==> src/rtl/grid_scanout.sv <==
// grid_scanout: paints a cell grid (one bit per cell) onto a video timing stream, 2-cycle latency.
// Optional macro GRID_SCANOUT_GRIDLINES_EN draws 24'h404040 on the first column/line of each cell.
module grid_scanout #(
    parameter int          GRID_ROWS    = 30,
    parameter int          GRID_COLS    = 40,
    parameter int          CELL_W       = 8,
    parameter int          CELL_H       = 8,
    parameter logic [23:0] FG_COLOR     = 24'hFFFFFF,
    parameter logic [23:0] BG_COLOR     = 24'h000000,
    parameter logic [23:0] BORDER_COLOR = 24'h202020
) (
    input  logic                           clk,
    input  logic                           reset_n,
    input  logic [GRID_ROWS*GRID_COLS-1:0] grid_ram,
    input  logic                           vid_vs_in,
    input  logic                           vid_hs_in,
    input  logic                           vid_de_in,
    output logic                           vid_vs,
    output logic                           vid_hs,
    output logic                           vid_de,
    output logic [23:0]                    vid_rgb
);

    localparam int N_CELLS = GRID_ROWS * GRID_COLS;
    localparam int IDX_W   = (N_CELLS > 1) ? $clog2(N_CELLS) : 1;
    localparam int PX_W    = (CELL_W > 1) ? $clog2(CELL_W) : 1;
    localparam int PY_W    = (CELL_H > 1) ? $clog2(CELL_H) : 1;
    // Cell counters need one extra code: the saturated "outside the grid" value.
    localparam int CX_W    = $clog2(GRID_COLS + 1);
    localparam int CY_W    = $clog2(GRID_ROWS + 1);
`ifdef GRID_SCANOUT_GRIDLINES_EN
    localparam logic [23:0] GRIDLINE_COLOR = 24'h404040;
`endif

    logic [PX_W-1:0]  r_px;
    logic [CX_W-1:0]  r_cx;
    logic [PY_W-1:0]  r_py;
    logic [CY_W-1:0]  r_cy;
    logic             r_line_active;
    logic             r_de_prev;

    logic             w_in_grid;
    logic [IDX_W-1:0] w_idx;
    logic             w_cell_bit;

    // NOTE: every combinational output gets a default first, so no path can infer a latch.
    always_comb begin
        w_in_grid  = (r_cx < CX_W'(GRID_COLS)) && (r_cy < CY_W'(GRID_ROWS));
        w_idx      = '0;
        w_cell_bit = 1'b0;
        if (w_in_grid) begin
            w_idx      = IDX_W'(r_cy) * IDX_W'(GRID_COLS) + IDX_W'(r_cx);
            w_cell_bit = grid_ram[w_idx];
        end
    end

    // Position counters: vsync beats hsync beats data enable.
    always_ff @(posedge clk or negedge reset_n) begin
        if (!reset_n) begin
            r_px          <= '0;
            r_cx          <= '0;
            r_py          <= '0;
            r_cy          <= '0;
            r_line_active <= 1'b0;
            r_de_prev     <= 1'b0;
        end else begin
            r_de_prev <= vid_de_in;
            if (vid_vs_in) begin
                r_px          <= '0;
                r_cx          <= '0;
                r_py          <= '0;
                r_cy          <= '0;
                r_line_active <= 1'b0;
            end else if (vid_hs_in) begin
                r_px <= '0;
                r_cx <= '0;
                if (r_line_active) begin
                    r_line_active <= 1'b0;
                    if (r_py == PY_W'(CELL_H - 1)) begin
                        r_py <= '0;
                        if (r_cy != CY_W'(GRID_ROWS)) r_cy <= r_cy + CY_W'(1);
                    end else begin
                        r_py <= r_py + PY_W'(1);
                    end
                end
            end else if (vid_de_in) begin
                if (!r_de_prev) r_line_active <= 1'b1;
                if (r_px == PX_W'(CELL_W - 1)) begin
                    r_px <= '0;
                    if (r_cx != CX_W'(GRID_COLS)) r_cx <= r_cx + CX_W'(1);
                end else begin
                    r_px <= r_px + PX_W'(1);
                end
            end
        end
    end

    logic r_s1_in_grid, r_s1_bit, r_s1_de, r_s1_hs, r_s1_vs;
`ifdef GRID_SCANOUT_GRIDLINES_EN
    logic r_s1_gridline;
`endif

    always_ff @(posedge clk or negedge reset_n) begin
        if (!reset_n) begin
            r_s1_in_grid  <= 1'b0;
            r_s1_bit      <= 1'b0;
            r_s1_de       <= 1'b0;
            r_s1_hs       <= 1'b0;
            r_s1_vs       <= 1'b0;
`ifdef GRID_SCANOUT_GRIDLINES_EN
            r_s1_gridline <= 1'b0;
`endif
        end else begin
            r_s1_in_grid  <= w_in_grid;
            r_s1_bit      <= w_cell_bit;
            r_s1_de       <= vid_de_in;
            r_s1_hs       <= vid_hs_in;
            r_s1_vs       <= vid_vs_in;
`ifdef GRID_SCANOUT_GRIDLINES_EN
            r_s1_gridline <= (r_px == '0) || (r_py == '0);
`endif
        end
    end

    logic [23:0] w_color;

    always_comb begin
        w_color = BORDER_COLOR;
        if (!r_s1_in_grid) begin
            w_color = BORDER_COLOR;
`ifdef GRID_SCANOUT_GRIDLINES_EN
        end else if (r_s1_gridline) begin
            w_color = GRIDLINE_COLOR;
`endif
        end else if (r_s1_bit) begin
            w_color = FG_COLOR;
        end else begin
            w_color = BG_COLOR;
        end
    end

    // Stage 2: outputs are registered so sync and colour leave on the same edge.
    always_ff @(posedge clk or negedge reset_n) begin
        if (!reset_n) begin
            vid_vs  <= 1'b0;
            vid_hs  <= 1'b0;
            vid_de  <= 1'b0;
            vid_rgb <= '0;
        end else begin
            vid_vs  <= r_s1_vs;
            vid_hs  <= r_s1_hs;
            vid_de  <= r_s1_de;
            vid_rgb <= r_s1_de ? w_color : '0;
        end
    end

endmodule

==> config.mk <==
export PLATFORM = sky130hd
export DESIGN_NAME = grid_scanout
export DESIGN_NICKNAME = d
export VERILOG_FILES = /design/src/rtl/grid_scanout.sv
export SDC_FILE = /design/constraint.sdc
export NUM_CORES = 1
export LEC_CHECK = 0
export ABC_AREA = 1
export CORE_AREA = 2 2 477 479
export DETAILED_ROUTE_END_ITERATION = 6
export DIE_AREA = 0 0 479 481
export HOLD_SLACK_MARGIN = 0.12
export SYNTH_ARGS = -nofsm -noshare
export SYNTH_HDL_FRONTEND = slang
export SYNTH_SLANG_ARGS = --single-unit
==> constraint.sdc <==
create_clock -name clk -period 2.4 [get_ports clk]
set_input_delay 0.48 -clock clk [delete_from_list [all_inputs] [get_ports clk]]
set_output_delay 0.48 -clock clk [all_outputs]
set_load 0.01 [all_outputs]
# Word level (Yosys, flattened, before mapping)
# Index checks and enable logic that the tools add are counted.
# op_classes
addsub	5
multipliers	1
n_lt_le_gt_ge	3
n_eq_ne	5
n_mux	28
reduce_logical	12
# ops
op	n
24-bit two-way mux	3
6-bit two-way mux	5
5-bit two-way mux	5
3-bit two-way mux	8
11-bit by 12-bit less-than comparator with 1-bit output, second input constant	1
11-bit by 6-bit adder with 11-bit output	1
1-bit binary-select mux with 11-bit select	1
3-bit nonzero test	3
5-bit by 3-bit multiplier with 8-bit output, second input constant	1
2-bit nonzero test	4
3-bit by 1-bit adder with 3-bit output, second input constant	2
6-bit by 1-bit adder with 6-bit output, second input constant	1
3-bit == test, second input constant	2
6-bit less-than comparator, second input constant	1
1-bit two-way mux	6
6-bit != test, second input constant	1
5-bit by 1-bit adder with 5-bit output, second input constant	1
5-bit less-than comparator, second input constant	1
5-bit != test, second input constant	1
2-bit AND reduction	2
4-bit AND reduction	1
3-bit != test, second input constant	1
3-bit AND reduction	1
1-bit logical AND	1
# totals
ff_bits	50
input_bits	1205
out_inout_bits	27
wordCells	68

# Depth between registers and ports, before layout
# depth
ltp_word	6
mapped_depth	20

# Worst setup path after synthesis
# OpenSTA, ideal clock, no wires.
# synth_timing
path_kind	register to register
startpoint	register r_cy[1]
endpoint	register r_s1_bit
arrival_ns	2.413
t_required_ns	2.327
setup_slack_ns	-0.086
stages_incl_launch_ff	13
path_buffers	0
synth_period_minus_slack_ns	2.486
cell_sequence	dfrtp_1 ha_1 ha_1 fa_1 xor2_1 inv_1 nand3_1 nand3_1 nand2_1 nand2_1 nand2_1 nand2_1 a21oi_2
# synth_between
elab_chain_len	5
# synth_rtl
element	line_no	source
start, declared	38	logic [CY_W-1:0] r_cy;
start signal, assigned	81	if (r_cy != CY_W'(GRID_ROWS)) r_cy <= r_cy + CY_W'(1);
5-bit by 3-bit multiplier with 8-bit output	52	w_idx = IDX_W'(r_cy) * IDX_W'(GRID_COLS) + IDX_W'(r_cx);
11-bit by 6-bit adder with 11-bit output	52	
1-bit binary-select mux with 11-bit select	53	w_cell_bit = grid_ram[w_idx];
1-bit two-way mux (not written as such)	53	
1-bit two-way mux (*)	51	if (w_in_grid) begin
named net w_cell_bit	44	logic w_cell_bit;
end signal, assigned	115	r_s1_bit <= w_cell_bit;
end, declared	98	logic r_s1_in_grid, r_s1_bit, r_s1_de, r_s1_hs, r_s1_vs;
# The timed path passes the listed nets; every way through them passes the cells marked *. The select of a mux whose other input is x is not followed.
# A chain may end at the register's enable or synchronous reset.

# Worst setup path in the final report
# layout_timing
startpoint	register r_cx[0]
endpoint	register r_s1_bit
# layout_between
elab_chain_len	4
# layout_rtl
element	line_no	source
start, declared	36	logic [CX_W-1:0] r_cx;
start signal, assigned	90	if (r_cx != CX_W'(GRID_COLS)) r_cx <= r_cx + CX_W'(1);
11-bit by 6-bit adder with 11-bit output	52	
1-bit binary-select mux with 11-bit select	53	
1-bit two-way mux (not written as such)	53	
1-bit two-way mux (*)	51	
named net w_cell_bit	44	
# Marks and branches as above.

==> flow_summary_export.csv <==
group,metric,value,unit
worst_hold_path,hold_class,"reg -> reg",
die,core_region_area,226000,um2
pwr,p_leak,0.0159,uW
global_route,first_global_vias,25900,
sta,fin_tns_setup,-0.407,ns
sta,slew_violations,0,
worst_setup_path,r2r_cells,17,
clock_network,cts_max_level,1,
placed_design,portBuffers,1231,
final_layout,fill_cells,26200,
die,die_h,481,um
synthesis,avgSynthCellArea,4.71,um2
worst_setup_path,critPathKind,"reg -> reg",
global_route,grt_pass1_wl,211000,um
outcome,violations,"negative setup slack",
global_route,grt_max_degree,48,
global_route,antenna_found_initial,73,
worst_setup_path,endpoint,"r_s1_bit$_DFF_PN0_",
synthesis,syn_area,15200,um2
final_layout,final_nets,5920,
pwr,ir_worst_vdd,264,uV
sta,timing.final.hold_violations,0,
drt,post-route-drc-count,0,
clock_network,cts_tree,"built",
final_layout,register_area,712,um2
clock_network,insertion_delay,0.29,ns
synthesis,seq_area_frac_synth,4.60,%
synthesis,yosysWarnings,0,
drt,first_iter_violations,1468,
sta,max_slew_margin,59.3,%
clock_network,clk_root_buffer_cell,"clkbuf_16",
worst_setup_path,cp_slowest_stage_delay,0.60,ns
worst_setup_path,path_max_fanout,30,
drt,dr.pass1.iters,5,
sta,worst_slew_pin_slew,0.611,ns
worst_setup_path,worstPathRequired,2.58,ns
synthesis,postSynthCellCount,3236,
die,initial_core_util,6.75,%
final_layout,drive_gt1_share,16.4,%
worst_setup_path,crit_top_cell,"nand3_1",
drt,totalWireLength,165000,um
final_layout,multi_input_area,12500,um2
die,die_w,479,um
worst_setup_path,crit_start,"r_cx[0]$_DFFE_PN0P_",
worst_setup_path,r2r_end,"r_s1_bit$_DFF_PN0_",
run,cap_violations,0,
sta,fin_crit,2.81,ns
drt,vias,26600,
clock_network,cts_buffer_depth,2,
sta,finalClockSkew,0.00553,ns
sta,max_freq,356,MHz
sta,layout_setup_ws,-0.407,ns
placed_design,gp_congestion,0.977,
synthesis,synth_nets,4460,
placed_design,dpl.hpwl,141000,um
global_route,overflow,0,
worst_setup_path,slowest_stage,"dfrtp_4",
sta,timing.hold.ws,0.354,ns
synthesis,ys_ff_latch,28,
drt,postRouteAntennaNets,0,
synthesis,ys_types,35,
worst_setup_path,r2r_setup_slack,-0.41,ns
placed_design,dp_slack,-1.12,ns
clock_network,cts.sinks,28,
pwr,powerDensity,359,nW/um2
sta,fin_crit_sh,117,%
global_route,groute.usage.overall,13.3,%
clock_network,clkSlewWorstSetupHoldPaths,0.09,ns
die,die-area,230000,um2
worst_setup_path,r2r_start,"r_cx[0]$_DFFE_PN0P_",
worst_setup_path,path_cells,"buf_12 -> buf_16 -> buf_4 -> nand2_1 -> nand3_1 -> buf_4 -> nand3_1 -> nand3_1 -> a21oi_1 -> buf_4 -> nor2_1 -> nand2_1 -> nand3_1 -> nand3_2 -> nand3_2 -> nand2_2 -> a21oi_2",
final_layout,layout-area-overhead-vs-synth,141,%
drt,routedWlPerCell,21.3,um
worst_setup_path,cp-start-kind,"register",
die,num_rows,175,
worst_setup_path,end_kind,"register",
worst_setup_path,arrival,2.99,ns
drt,drt-vias-per-instance,3.44,
outcome,status,"complete, but fails checks",
sta,rsz0062_at_grt,"yes",
clock_network,numCtsBuffers,3,
sta,finalSetupViolations,1,
die,io_pins,1232,
==> how the worst min path moves through the flow <==
stage | start | end | slack, ns | depth (start not counted)
floorplan | reset_n | r_cx[0]$_DFFE_PN0P_ | 0.18 | 0
global placement | r_s1_hs$_DFF_PN0_ | vid_hs$_DFF_PN0_ | 0.34 | 0
detailed placement | r_s1_hs$_DFF_PN0_ | vid_hs$_DFF_PN0_ | 0.35 | 0
CTS | r_s1_hs$_DFF_PN0_ | vid_hs$_DFF_PN0_ | 0.36 | 0
global route | r_s1_hs$_DFF_PN0_ | vid_hs$_DFF_PN0_ | 0.36 | 0
finish | r_s1_hs$_DFF_PN0_ | vid_hs$_DFF_PN0_ | 0.35 | 0
==> synthesized netlist by cell type <==
cell | number | area [um2]
nor3_1 | 3 | 15.0
inv_2 | 1 | 3.75
xor2_2 | 1 | 16.3
or2_2 | 101 | 632
o21ai_0 | 93 | 465
ha_1 | 17 | 213
nand3_1 | 881 | 4410
a21oi_2 | 1 | 8.76
o211ai_1 | 29 | 218
o21a_1 | 1 | 7.51
buf_2 | 132 | 661
nand2_1 | 1265 | 4750
inv_4 | 1 | 6.26
clkinv_1 | 1 | 3.75
a221oi_1 | 1 | 8.76
o21ai_2 | 1 | 8.76
buf_8 | 1 | 15.0
o21ai_1 | 14 | 70.1
buf_1 | 23 | 86.3
nand4_1 | 1 | 6.26
a21oi_1 | 42 | 210
o22ai_1 | 3 | 18.8
clkbuf_1 | 50 | 188
buf_4 | 58 | 435
o31ai_1 | 5 | 37.5
xor2_1 | 4 | 35.0
inv_1 | 329 | 1230
nor3b_1 | 1 | 7.51
dfrtp_1 | 28 | 701
buf_6 | 17 | 191
nor4_1 | 1 | 6.26
xnor2_1 | 1 | 8.76
o221ai_1 | 11 | 96.3
fa_1 | 2 | 40.0
nor2_1 | 116 | 435
==> critical path: cells and delay by family (launching register included) <==
family	cells	cell delay [ns]
flops	1	0.60
buf+inv	5	0.84
compound gates	2	0.28
simple gates	10	0.90
==> repair_timing <==
| action | in CTS | in global routing |
|---|---|---|
| gates cloned | 5 | 10 |
| pin swaps | 15 | 20 |
| hold buffers | 0 | 0 |
| setup buffers | 15 | 19 |
| setup endpoints to repair | 2 | 2 |
| gates resized for setup | 96 | 125 |
==> flip-flops by register name, indices dropped and copies added, names as in the netlist <==
signal	count
r_s1_de	1
r_cy	5
r_s1_vs	1
vid_hs	1
vid_vs	1
r_s1_in_grid	1
r_cx	6
r_s1_bit	1
vid_rgb	2
r_s1_hs	1
r_line_active	1
vid_de	1
r_py	3
r_px	3
==> report_power, final <==
group          total (uW)  switching (uW)  leakage (uW)  internal, uW
clock                 563             228     0.0000514           335
combinational       12000            6090        0.0155          5910
sequential            622             101      0.000355           520
==> kinds of logic after synthesis <==
logic type / count (synthesis) / synth area share (%)
AND/OR/NAND/NOR: 2369 / 67.3
buffers and inverters: 613 / 18.5
AO/OA/AOI/OAI: 201 / 7.54
flip-flops: 28 / 4.60
adder cells (fa/ha/maj): 19 / 1.66
XOR/XNOR: 6 / 0.394
==> cells in the final DEF, fill, tap and decap left out, types with 4 or more instances in the layout <==
cell and n:
clkdlybuf4s50_1 1231, o31ai_1 4, buf_16 10, or2_2 101, o21ai_1 20, buf_12 127, buf_6 11, buf_4 340
inv_1 321, inv_8 4, a21oi_1 29, nor2_1 111, nand3_4 14, o211ai_1 29, nand2_2 39, nand3_2 63
inv_2 4, nand2_1 1226, nand3_1 804, a21oi_2 11, ha_1 14, dfrtp_1 25, o21ai_0 86, o221ai_1 11
clkbuf_16 13, diode_2 42
==> cell type report <==
type,instances,area share [%]
antenna,42,0.286
timing repair inverter,1,0.0307
multi-input combinational,2595,34.1
tap,3009,10.3
clock buffer,3,0.204
sequential,28,1.94
clock inverter,1,0.0818
inverter,332,3.55
timing repair buffer,1735,49.6
==> routing by layer <==
metal / global-route usage [%] / vias to the layer above / routed length [um]
met5: 0 / - / 69
met2: 23.7 / 1262 / 81600
met3: 2.05 / 191 / 10000
met1: 16.1 / 11900 / 67600
li1: - / 13300 / -
met4: 4.50 / 10 / 5960
==> per-stage QoR <==
| stage | area [um2] | total power (uW) | utilization [%] | instances |
|---|---|---|---|---|
| 6_report | 36700 | 13200 | 16.3 | 7746 |
| 5_1_grt | 36700 | 14200 | 16.2 | 7731 |
| 4_1_cts | 35600 | 13100 | 15.8 | 7675 |
| 3_5_place_dp | 34800 | 11600 | 15.4 | 7651 |
| 3_3_place_gp | 34800 | 11700 | 15.4 | 7651 |
| 2_1_floorplan | 15300 | 4290 | - | 3236 |
No activity file was read; power rests on OpenSTA's default activity.
